`src/rtl/lsu_pkg.sv`:
```
// Shared definitions for the memory-access unit: funct3 encodings, FSM state
// encoding and access-size helpers.
package lsu_pkg;

   // RV32I load/store funct3 encodings
   localparam logic [2:0] F3_LB  = 3'b000;
   localparam logic [2:0] F3_LH  = 3'b001;
   localparam logic [2:0] F3_LW  = 3'b010;
   localparam logic [2:0] F3_LBU = 3'b100;
   localparam logic [2:0] F3_LHU = 3'b101;
   localparam logic [2:0] F3_SB  = 3'b000;
   localparam logic [2:0] F3_SH  = 3'b001;
   localparam logic [2:0] F3_SW  = 3'b010;

   // FSM state codes, kept as plain constants so older tooling can reuse them
   localparam logic [2:0] S_IDLE = 3'd0;
   localparam logic [2:0] S_ACC0 = 3'd1;
   localparam logic [2:0] S_ACC1 = 3'd2;
   localparam logic [2:0] S_WAIT = 3'd3;
   localparam logic [2:0] S_RESP = 3'd4;

   typedef enum logic [2:0] {
      ST_IDLE = S_IDLE,
      ST_ACC0 = S_ACC0,
      ST_ACC1 = S_ACC1,
      ST_WAIT = S_WAIT,
      ST_RESP = S_RESP
   } lsu_state_e;

   // Byte-lane mask of an access that starts at lane 0
   function automatic logic [3:0] size_mask(input logic [1:0] sz);
      logic [3:0] m;
      case (sz)
         2'b00:   m = 4'b0001;
         2'b01:   m = 4'b0011;
         2'b10:   m = 4'b1111;
         default: m = 4'b0000;
      endcase
      return m;
   endfunction

   // Number of bytes touched by an access
   function automatic logic [2:0] size_bytes(input logic [1:0] sz);
      logic [2:0] b;
      case (sz)
         2'b00:   b = 3'd1;
         2'b01:   b = 3'd2;
         2'b10:   b = 3'd4;
         default: b = 3'd0;
      endcase
      return b;
   endfunction

   // funct3 values that have no RV32I load/store meaning
   function automatic logic is_illegal(input logic we, input logic [2:0] f3);
      return (f3 == 3'b011) || (f3[2:1] == 2'b11) || (we && f3[2]);
   endfunction

endpackage

```
`src/rtl/lsu_align.sv`:
```
// Combinational lane logic: places store data/mask across two words and
// extracts/extends load data from the two words read back.
module lsu_align
   import lsu_pkg::*;
(
   input  logic [1:0]  off,
   input  logic [2:0]  funct3,
   input  logic [31:0] wdata,
   input  logic [31:0] lo,
   input  logic [31:0] hi,
   output logic [63:0] wide_d,
   output logic [7:0]  wide_m,
   output logic [31:0] load_data
);

   logic [63:0] shifted;

   // Store placement and load alignment are plain shifts by the byte offset
   always_comb begin
      wide_d  = {32'b0, wdata} << {off, 3'b000};
      wide_m  = {4'b0, size_mask(funct3[1:0])} << off;
      shifted = {hi, lo} >> {off, 3'b000};
   end

   // Truncate to access size and extend according to the load flavour
   always_comb begin
      case (funct3)
         F3_LB:   load_data = {{24{shifted[7]}}, shifted[7:0]};
         F3_LH:   load_data = {{16{shifted[15]}}, shifted[15:0]};
         F3_LBU:  load_data = {24'b0, shifted[7:0]};
         F3_LHU:  load_data = {16'b0, shifted[15:0]};
         default: load_data = shifted[31:0];
      endcase
   end

endmodule

```
`src/rtl/mem_access_unit.sv`:
```
// Load/store access stage: one request at a time, splits word-crossing
// accesses into two memory cycles and reports completion with a pulse.
module mem_access_unit
   import lsu_pkg::*;
(
   input  logic        clk,
   input  logic        rst_n,
   input  logic        req_valid,
   output logic        req_ready,
   input  logic        req_we,
   input  logic [2:0]  req_funct3,
   input  logic [31:0] req_addr,
   input  logic [31:0] req_wdata,
   output logic        resp_valid,
   output logic [31:0] resp_rdata,
   output logic        resp_err,
   output logic        resp_split,
   output logic [31:0] mem_addr,
   output logic        mem_ren,
   input  logic [31:0] mem_rdata,
   output logic        mem_wen,
   output logic [31:0] mem_wdata,
   output logic [3:0]  mem_mask
);

   lsu_state_e  state_reg, state_next;
   logic        we_reg;
   logic [2:0]  funct3_reg;
   logic [1:0]  off_reg;
   logic [31:0] word_a_reg;
   logic [31:0] word_b_reg;
   logic [31:0] wdata_reg;
   logic        split_reg;
   logic        err_reg;
   logic [31:0] lo_reg;
   logic [31:0] rdata_reg;

   logic        accept;
   logic        req_illegal;
   logic        req_split;
   logic [63:0] wide_d;
   logic [7:0]  wide_m;
   logic [31:0] load_data;
   logic [31:0] align_lo;
   logic [31:0] align_hi;

   assign accept = (state_reg == ST_IDLE) && req_valid;

   // Classify the incoming request: illegal encodings skip memory entirely
   always_comb begin
      req_illegal = is_illegal(req_we, req_funct3);
      req_split   = !req_illegal &&
                    (({2'b00, req_addr[1:0]} + {1'b0, size_bytes(req_funct3[1:0])}) > 4'd4);
   end

   // In WAIT the current memory word is either the only word or the high word
   always_comb begin
      align_lo = split_reg ? lo_reg : mem_rdata;
      align_hi = split_reg ? mem_rdata : 32'b0;
   end

   lsu_align u_align (
      .off       (off_reg),
      .funct3    (funct3_reg),
      .wdata     (wdata_reg),
      .lo        (align_lo),
      .hi        (align_hi),
      .wide_d    (wide_d),
      .wide_m    (wide_m),
      .load_data (load_data)
   );

   // Next-state sequencing of the access
   always_comb begin
      state_next = state_reg;
      case (state_reg)
         ST_IDLE: begin
            if (accept)
               state_next = req_illegal ? ST_RESP : ST_ACC0;
         end
         ST_ACC0: begin
            if (split_reg)
               state_next = ST_ACC1;
            else if (!we_reg)
               state_next = ST_WAIT;
            else
               state_next = ST_RESP;
         end
         ST_ACC1: state_next = we_reg ? ST_RESP : ST_WAIT;
         ST_WAIT: state_next = ST_RESP;
         ST_RESP: state_next = ST_IDLE;
         default: state_next = ST_IDLE;
      endcase
   end

   // State register plus request latch and load-data capture
   always_ff @(posedge clk or negedge rst_n) begin
      if (!rst_n) begin
         state_reg  <= ST_IDLE;
         we_reg     <= 1'b0;
         funct3_reg <= 3'b0;
         off_reg    <= 2'b0;
         word_a_reg <= 32'b0;
         word_b_reg <= 32'b0;
         wdata_reg  <= 32'b0;
         split_reg  <= 1'b0;
         err_reg    <= 1'b0;
         lo_reg     <= 32'b0;
         rdata_reg  <= 32'b0;
      end else begin
         state_reg <= state_next;
         if (accept) begin
            we_reg     <= req_we;
            funct3_reg <= req_funct3;
            off_reg    <= req_addr[1:0];
            word_a_reg <= {req_addr[31:2], 2'b00};
            word_b_reg <= {req_addr[31:2], 2'b00} + 32'd4;
            wdata_reg  <= req_wdata;
            split_reg  <= req_split;
            err_reg    <= req_illegal;
            rdata_reg  <= 32'b0;
         end
         if (state_reg == ST_ACC1 && !we_reg)
            lo_reg <= mem_rdata;
         if (state_reg == ST_WAIT)
            rdata_reg <= load_data;
      end
   end

   // Memory and response outputs decoded from state and latched request only
   always_comb begin
      req_ready  = (state_reg == ST_IDLE);
      resp_valid = 1'b0;
      resp_rdata = 32'b0;
      resp_err   = 1'b0;
      resp_split = 1'b0;
      mem_addr   = 32'b0;
      mem_ren    = 1'b0;
      mem_wen    = 1'b0;
      mem_wdata  = 32'b0;
      mem_mask   = 4'b0;
      case (state_reg)
         ST_ACC0: begin
            mem_addr  = word_a_reg;
            mem_ren   = !we_reg;
            mem_wen   = we_reg;
            mem_mask  = wide_m[3:0];
            mem_wdata = we_reg ? wide_d[31:0] : 32'b0;
         end
         ST_ACC1: begin
            mem_addr  = word_b_reg;
            mem_ren   = !we_reg;
            mem_wen   = we_reg;
            mem_mask  = wide_m[7:4];
            mem_wdata = we_reg ? wide_d[63:32] : 32'b0;
         end
         ST_RESP: begin
            resp_valid = 1'b1;
            resp_rdata = rdata_reg;
            resp_err   = err_reg;
            resp_split = split_reg;
         end
         default: ;
      endcase
   end

endmodule

```
`config.mk`:
```
export PLATFORM = sky130hd
export DESIGN_NAME = mem_access_unit
export DESIGN_NICKNAME = d
export VERILOG_FILES = /design/src/rtl/lsu_pkg.sv /design/src/rtl/lsu_align.sv /design/src/rtl/mem_access_unit.sv
export SDC_FILE = /design/constraint.sdc
export NUM_CORES = 1
export LEC_CHECK = 0
export ABC_CLOCK_PERIOD_IN_PS = 4800
export BUFFER_PORTS_ARGS = -buffer_cell sky130_fd_sc_hd__buf_4
export CORE_UTILIZATION = 25
export DETAILED_ROUTE_END_ITERATION = 8
export GPL_ROUTABILITY_DRIVEN = 0
export PLACE_DENSITY = 0.51
export RECOVER_POWER = 100
export SLEW_MARGIN = 0
export SYNTH_ARGS = -nofsm -noshare
export SYNTH_HDL_FRONTEND = slang
export SYNTH_HIERARCHICAL = 1
export SYNTH_SLANG_ARGS = --single-unit
```
`constraint.sdc`:
```
create_clock -name clk -period 4.8 [get_ports clk]
set_clock_uncertainty 0.05 [all_clocks]
set_input_delay 0.72 -clock clk [delete_from_list [all_inputs] [get_ports clk]]
set_output_delay 0.72 -clock clk [all_outputs]
set_load 0.01 [all_outputs]
```
==> results of run 1 <==
## stage by stage
step	utilization, %	setup WS (ns)	cell area [um^2]
5_1_grt	30.6	0.559	12500
6_report	30.6	0.841	12500
2_1_floorplan	-	2.09	10400
3_3_place_gp	30.1	1.65	12300
3_5_place_dp	30.1	1.60	12300
4_1_cts	31.6	1.11	12900
## layer usage
metal / GRT usage, % / up-vias / share of wire [%]
met3: 3.86 / 26 / 5.3
met5: 0 / - / 0.040
met1: 19.9 / 4380 / 45
met4: 4.73 / 2 / 1.7
li1: - / 4300 / -
met2: 25.6 / 212 / 48
## power by group through the flow
| stage | clock [mW] | sequential (mW) | combinational (mW) |
|---|---|---|---|
| 3_3_place_gp | 0 | 2.61 | 3.48 |
| 2_1_floorplan | 0 | 2.34 | 2.65 |
| 3_5_place_dp | 0 | 2.63 | 3.53 |
| 5_1_grt | 1.60 | 2.71 | 3.75 |
| 4_1_cts | 1.56 | 2.61 | 3.54 |
| 6_report | 1.51 | 2.60 | 3.35 |
## area by class of cell
cell class                 count  area (um^2)
multi-input combinational    886         5720
sequential                   167         4180
timing repair buffer         221         1280
clock inverter                 7          144
antenna                        1         2.50
inverter                      12         45.0
clock buffer                  23          478
fill                        4426        28400
tap                          532          666
## worst max-delay path, stage by stage (launching register included)
cell and delay, ns:
dfrtp_4 0.75, clkbuf_2 0.97, mux2_1 0.41, a22o_1 0.24, a22o_1 0.23, clkbuf_1 0.13
## worst min path at each step
| stage | cells after the start | slack [ns] | end | start |
|---|---|---|---|---|
| after detailed placement | 2 | 0.41 | err_reg | err_reg |
| after global routing | 1 | 0.29 | word_b_reg[13] | rst_n |
| after floorplan | 0 | 0.37 | err_reg | rst_n |
| after global placement | 2 | 0.40 | err_reg | err_reg |
| after CTS | 1 | 0.27 | word_a_reg[13] | rst_n |
| final | 1 | 0.25 | word_a_reg[13] | rst_n |
## layout by cell type (no fill, tap or decap), drive strengths merged, types with 4 or more instances in the layout
cell	count
nand3	11
o31ai	6
dfrtp	167
ha	7
and2	39
a21oi	8
or3	11
inv	12
xnor2	12
nor2b	7
mux4	31
nor3	7
a31oi	15
nand2	321
buf	118
bufinv	4
and3	44
conb	11
nor2	54
or4	9
clkbuf	126
mux2i	33
a22o	68
o21ai	101
mux2	67
==> summary.md, run 1 <==
| Metric | Value |
|---|---|
| Crit-path max FO | 38 |
| Layout area overhead | 20.4% |
| Slew HR | -35.8% |
| CP required | ~4.0 ns |
| Die Y | 206 um |
| DRC viols | 0 |
| Period utilization | about 82% |
| Power Internal | around 4.4 mW |
| CTS Hold Bufs | 0 |
| Power Density | ~600 nW/um^2 |
| Failing checks | capacitance limit, slew limit |
| Net Sw Frac | 40.9% |
| FF-to-FF setup slack | 1.05 ns |
| Clk pwr share | between 20% and 30% |
| Total CTS buffers | 17 |
| Clock latency on the worst-skew pair | about 0.44 ns |
| Hold WS | around 0.25 ns |
| Synth Warn # | 6 |
| Flop pwr share | 34.8% |
| Pin count of the biggest net entering global routing | just over 100 |
| Hold crit path type | input pin to asynchronous set/reset pin |
| Final #Nets | roughly 1400 |
| Total power | between 7 and 8 mW |
| Non-Filler Instances | 1849 |
| Launch point of the worst reg-to-reg path | split_reg |
| Root buffer cell | clkbuf_16 |
| Initial antenna violation count | 2 |
| Clock-pin slew on the worst setup and hold paths | ~0.07 ns |
| H-tree Lvls | 4 |
| Post-cts resize count | 0 |
| Vias in the first global route | roughly 8800 |
| ANT nets after route | 0 |
| Die W | between 200 and 250 um |
| Setup TNS | 0 ns |
| # IOs | 209 |
| R2R Path End | rdata_reg[28] |
| Total track usage | 15.5% |
| Setup crit start | off_reg[0] |
| Cells after DPL | about 1800 |
| Cells after Synth | 1164 |
| Worst setup EP type | output port |
| Post-CTS setup buffers | 0 |
| Slew @ Worst Pin | 2.04 ns |
| Gr ovfl total | 0 |
| Hold Violations, Final | 0 |
| Pleak | approximately 5.5 nW |
| Crit path DAT | roughly 3.2 ns |
| First drt pass iteration count | 5 |
| Post-DP HPWL | between 20 and 25 mm |
| Layout cells sized above 1 | 18.9% |
| Setup violations, final | 0 |
| Drt total wl | ~32 mm |
| Clock sinks | roughly 170 |
| FP Rows | 74 |
| Die area | between 40000 and 50000 um^2 |
| Avg Cell Area, Syn | ~8.9 um^2 |
| Clock buffer depth | 2 |
| Post-synthesis instance area | between 10000 and 15000 um^2 |
| R2R cell count | 7 |
| # Max-Cap Violations | 6 |
| Status | finished, violations left |
| Crit Path Category | flop to output port |
| Switch Pwr | between 3 and 4 mW |
| Comb power frac | roughly 45% |
| First-pass GRT wire length | between 50 and 60 mm |
| Via-to-Cell Ratio | roughly 4.8 |
| Port bufs | between 200 and 250 |
| Worst Setup Start Kind | flop |
| Vias | 8920 |
| Max Clock Freq | 253 MHz |
| Core Area | 40900 um^2 |
| Drt initial violations | about 510 |
| Crit path capture | mem_mask[2] |
| Starting Density | approximately a quarter |
| Minimum clock period | 3.96 ns |
| CTS tree | yes |
| Peak VDD IR | about 0.30 mV |
| Max-slew violation count | between 300 and 400 |
| RSZ-0062 raised after global routing | no |
| Routed len/inst | between 15 and 20 um |
(Power assumes the default switching activity.)
==> run 2: changes to the inputs <==
- ABC_CLOCK_PERIOD_IN_PS: 4800 -> 3920
- clock period: 4.8 -> 3.92 ns (I/O delays scaled with it)
==> run 2 against run 1 <==
The flow still finishes with violations (capacitance limit, slew limit). Global-route usage down 0.47 points. Critical path type is now flop to flop. Largest cell class unchanged. Routed wire length down 2.3%. Sequential share of layout area about the same. Sequential cell count unchanged.
==> summary.md, run 2 (same netlist as run 1, synthesis figures left out) <==
| Metric | Value |
|---|---|
| Clock latency on the worst-skew pair | 0.44 ns (about the same) |
| Hold_sp | req_wdata[31] |
| Pin count of the biggest net entering global routing | 102 (unchanged) |
| Failing checks | capacitance limit, slew limit |
| Post-cts resize count | 0 (unchanged) |
| DP Area | 12300 um^2 (+0.18%) |
| Worst Setup Start Kind | flop |
| Non-Filler Instances | 1854 (+0.27%) |
| Via-to-Cell Ratio | 4.78 (-0.88%) |
| Slew HR | -41.8% (-5.9 points) |
| Status | finished, violations left |
| Period utilization | about four fifths |
| Die Y | 206 um (unchanged) |
| Initial antenna violation count | 2 (unchanged) |
| Setup TNS | 0 ns (unchanged) |
| Port bufs | 206 (unchanged) |
| Clock sinks | 167 (unchanged) |
| Post-DP HPWL | 21.9 mm (-1.2%) |
| Drt total wl | 31.6 mm (-2.3%) |
| Starting Density | 25.4% (unchanged) |
| CTS tree | yes |
| Critical path's slowest cell | and2_2 |
| FP Rows | 74 (unchanged) |
| Critical Path, Cell by Cell | nor3_1 > and2_2 > clkbuf_2 > nor2_1 > a31oi_1 |
| Commonest non-fill, non-tap cells in the layout | 320 x nand2_1, 164 x dfrtp_1, 120 x buf_4 |
| Gr ovfl total | 0 (unchanged) |
| Crit path DAT | 3.52 ns (+0.33 ns) |
| Vias | 8865 (-0.62%) |
| Peak VDD IR | 0.334 mV (+10%) |
| DRC viols | 0 (unchanged) |
| CP required | 4.23 ns (+0.20 ns) |
| ANT nets after route | 0 (unchanged) |
| Crit Path Category | flop to flop |
| Cells after DPL | 1821 (+0.17%) |
| First drt pass iteration count | 5 (unchanged) |
| Pleak | 5.54 nW (+0.18%) |
| Clock buffer depth | 2 (unchanged) |
| Slew @ Worst Pin | 2.13 ns (+0.0890 ns) |
| Power Density | 723 nW/um^2 (+21%) |
| Root buffer cell | clkbuf_16 |
| First-pass GRT wire length | 48.9 mm (-3.5%) |
| Vias in the first global route | 8777 (-0.71%) |
| Max-slew violation count | 83 (-74%) |
| RSZ-0062 raised after global routing | no |
| Hold WS | 0.277 ns (+0.0304 ns) |
| Drt initial violations | 527 (+2.5%) |
| Clock-pin slew on the worst setup and hold paths | 0.07 ns (about the same) |
| Most common cell after layout, fill and taps aside | nand2_1 |
| Setup crit start | state_reg[2] |
| Worst setup EP type | flop |
| Hold crit path type | input pin to flop |
| CTS Hold Bufs | 0 (unchanged) |
| # Max-Cap Violations | 1 (-5) |
| Post-CTS setup buffers | 0 (unchanged) |
| Max Clock Freq | between 300 and 400 MHz |
| Minimum clock period | about 3.2 ns |
| Routed len/inst | 17.1 um (-2.6%) |
| Design area | 12500 um^2 (+0.16%) |
| Die W | 206 um (unchanged) |
| Total track usage | 15.0% (-0.47 points) |
| Setup violations, final | 0 (unchanged) |
| Launch point of the worst reg-to-reg path | state_reg[2] |
| Die area | 42400 um^2 (unchanged) |
| Layout cells sized above 1 | 20.2% (+1.3 points) |
| # IOs | 209 (unchanged) |
| Final #Nets | 1419 (+0.21%) |
| Crit-path max FO | 49 (+29%) |
| DP Worst Slack | 1.07 ns (-0.529 ns) |
| Total CTS buffers | 17 (unchanged) |
| Core Area | 40900 um^2 (unchanged) |
| Worst setup margin | 0.710 ns (-0.131 ns) |
| Critical Path Max Stage Delay | 0.94 ns (-0.03 ns) |
| Layout area overhead | 20.6% |
| Hold Violations, Final | 0 (unchanged) |
| H-tree Lvls | 4 (unchanged) |
-- run 2: per-layer routing --
metal / track usage, % / wire [um] / vias up
met3: 3.37 / 1660 / 35
met2: 24.4 / 15100 / 238
met1: 19.5 / 14300 / 4276
met4: 5.44 / 579 / 2
li1: - / - / 4314
met5: 0 / 13 / -
-- run 2: metrics by stage --
step	total power, mW	utilization (%)
detailed placement	7.53	30.2
finish	9.07	30.6
global placement	7.45	30.2
CTS	9.39	31.7
floorplan	6.10	-
global route	9.79	30.6
-- run 2: final cells by class --
| class | instances | area, um^2 |
|---|---|---|
| Fill cell | 4453 | 28400 |
| Sequential cell | 167 | 4190 |
| Antenna cell | 1 | 2.50 |
| Multi-Input combinational cell | 886 | 5730 |
| Inverter | 12 | 45.0 |
| Clock buffer | 19 | 443 |
| Timing Repair Buffer | 224 | 1300 |
| Clock inverter | 13 | 171 |
| Tap cell | 532 | 666 |
-- run 2: critical path: cells and delay by family (launching register included) --
kind                   cells  cell delay [ns]
buffers and inverters      1             0.55
and+or+nand+nor            3             1.58
AOI/OAI and AO/OA          1             0.15
DFF                        1             0.78
-- run 2: report_power, final --
group / total (mW) / switching [mW] / internal [mW]
Clock: 1.81 / 0.778 / 1.03
Sequential: 3.22 / 0.709 / 2.51
Combinational: 4.04 / 2.26 / 1.77
Total: 9.07 / 3.75 / 5.32
-- run 2: path summary, 6_finish.rpt --
kind / end / slack [ns] / cells past startpoint
worst max register to register: word_b_reg[30] / 0.71 / 5
worst min-delay path: wdata_reg[31] / 0.28 / 3
max in group asynchronous: split_reg / 0.97 / 2
worst min register to register: err_reg / 0.42 / 2
min in group asynchronous: word_a_reg[10] / 0.68 / 1
worst max-delay path: word_b_reg[30] / 0.71 / 5
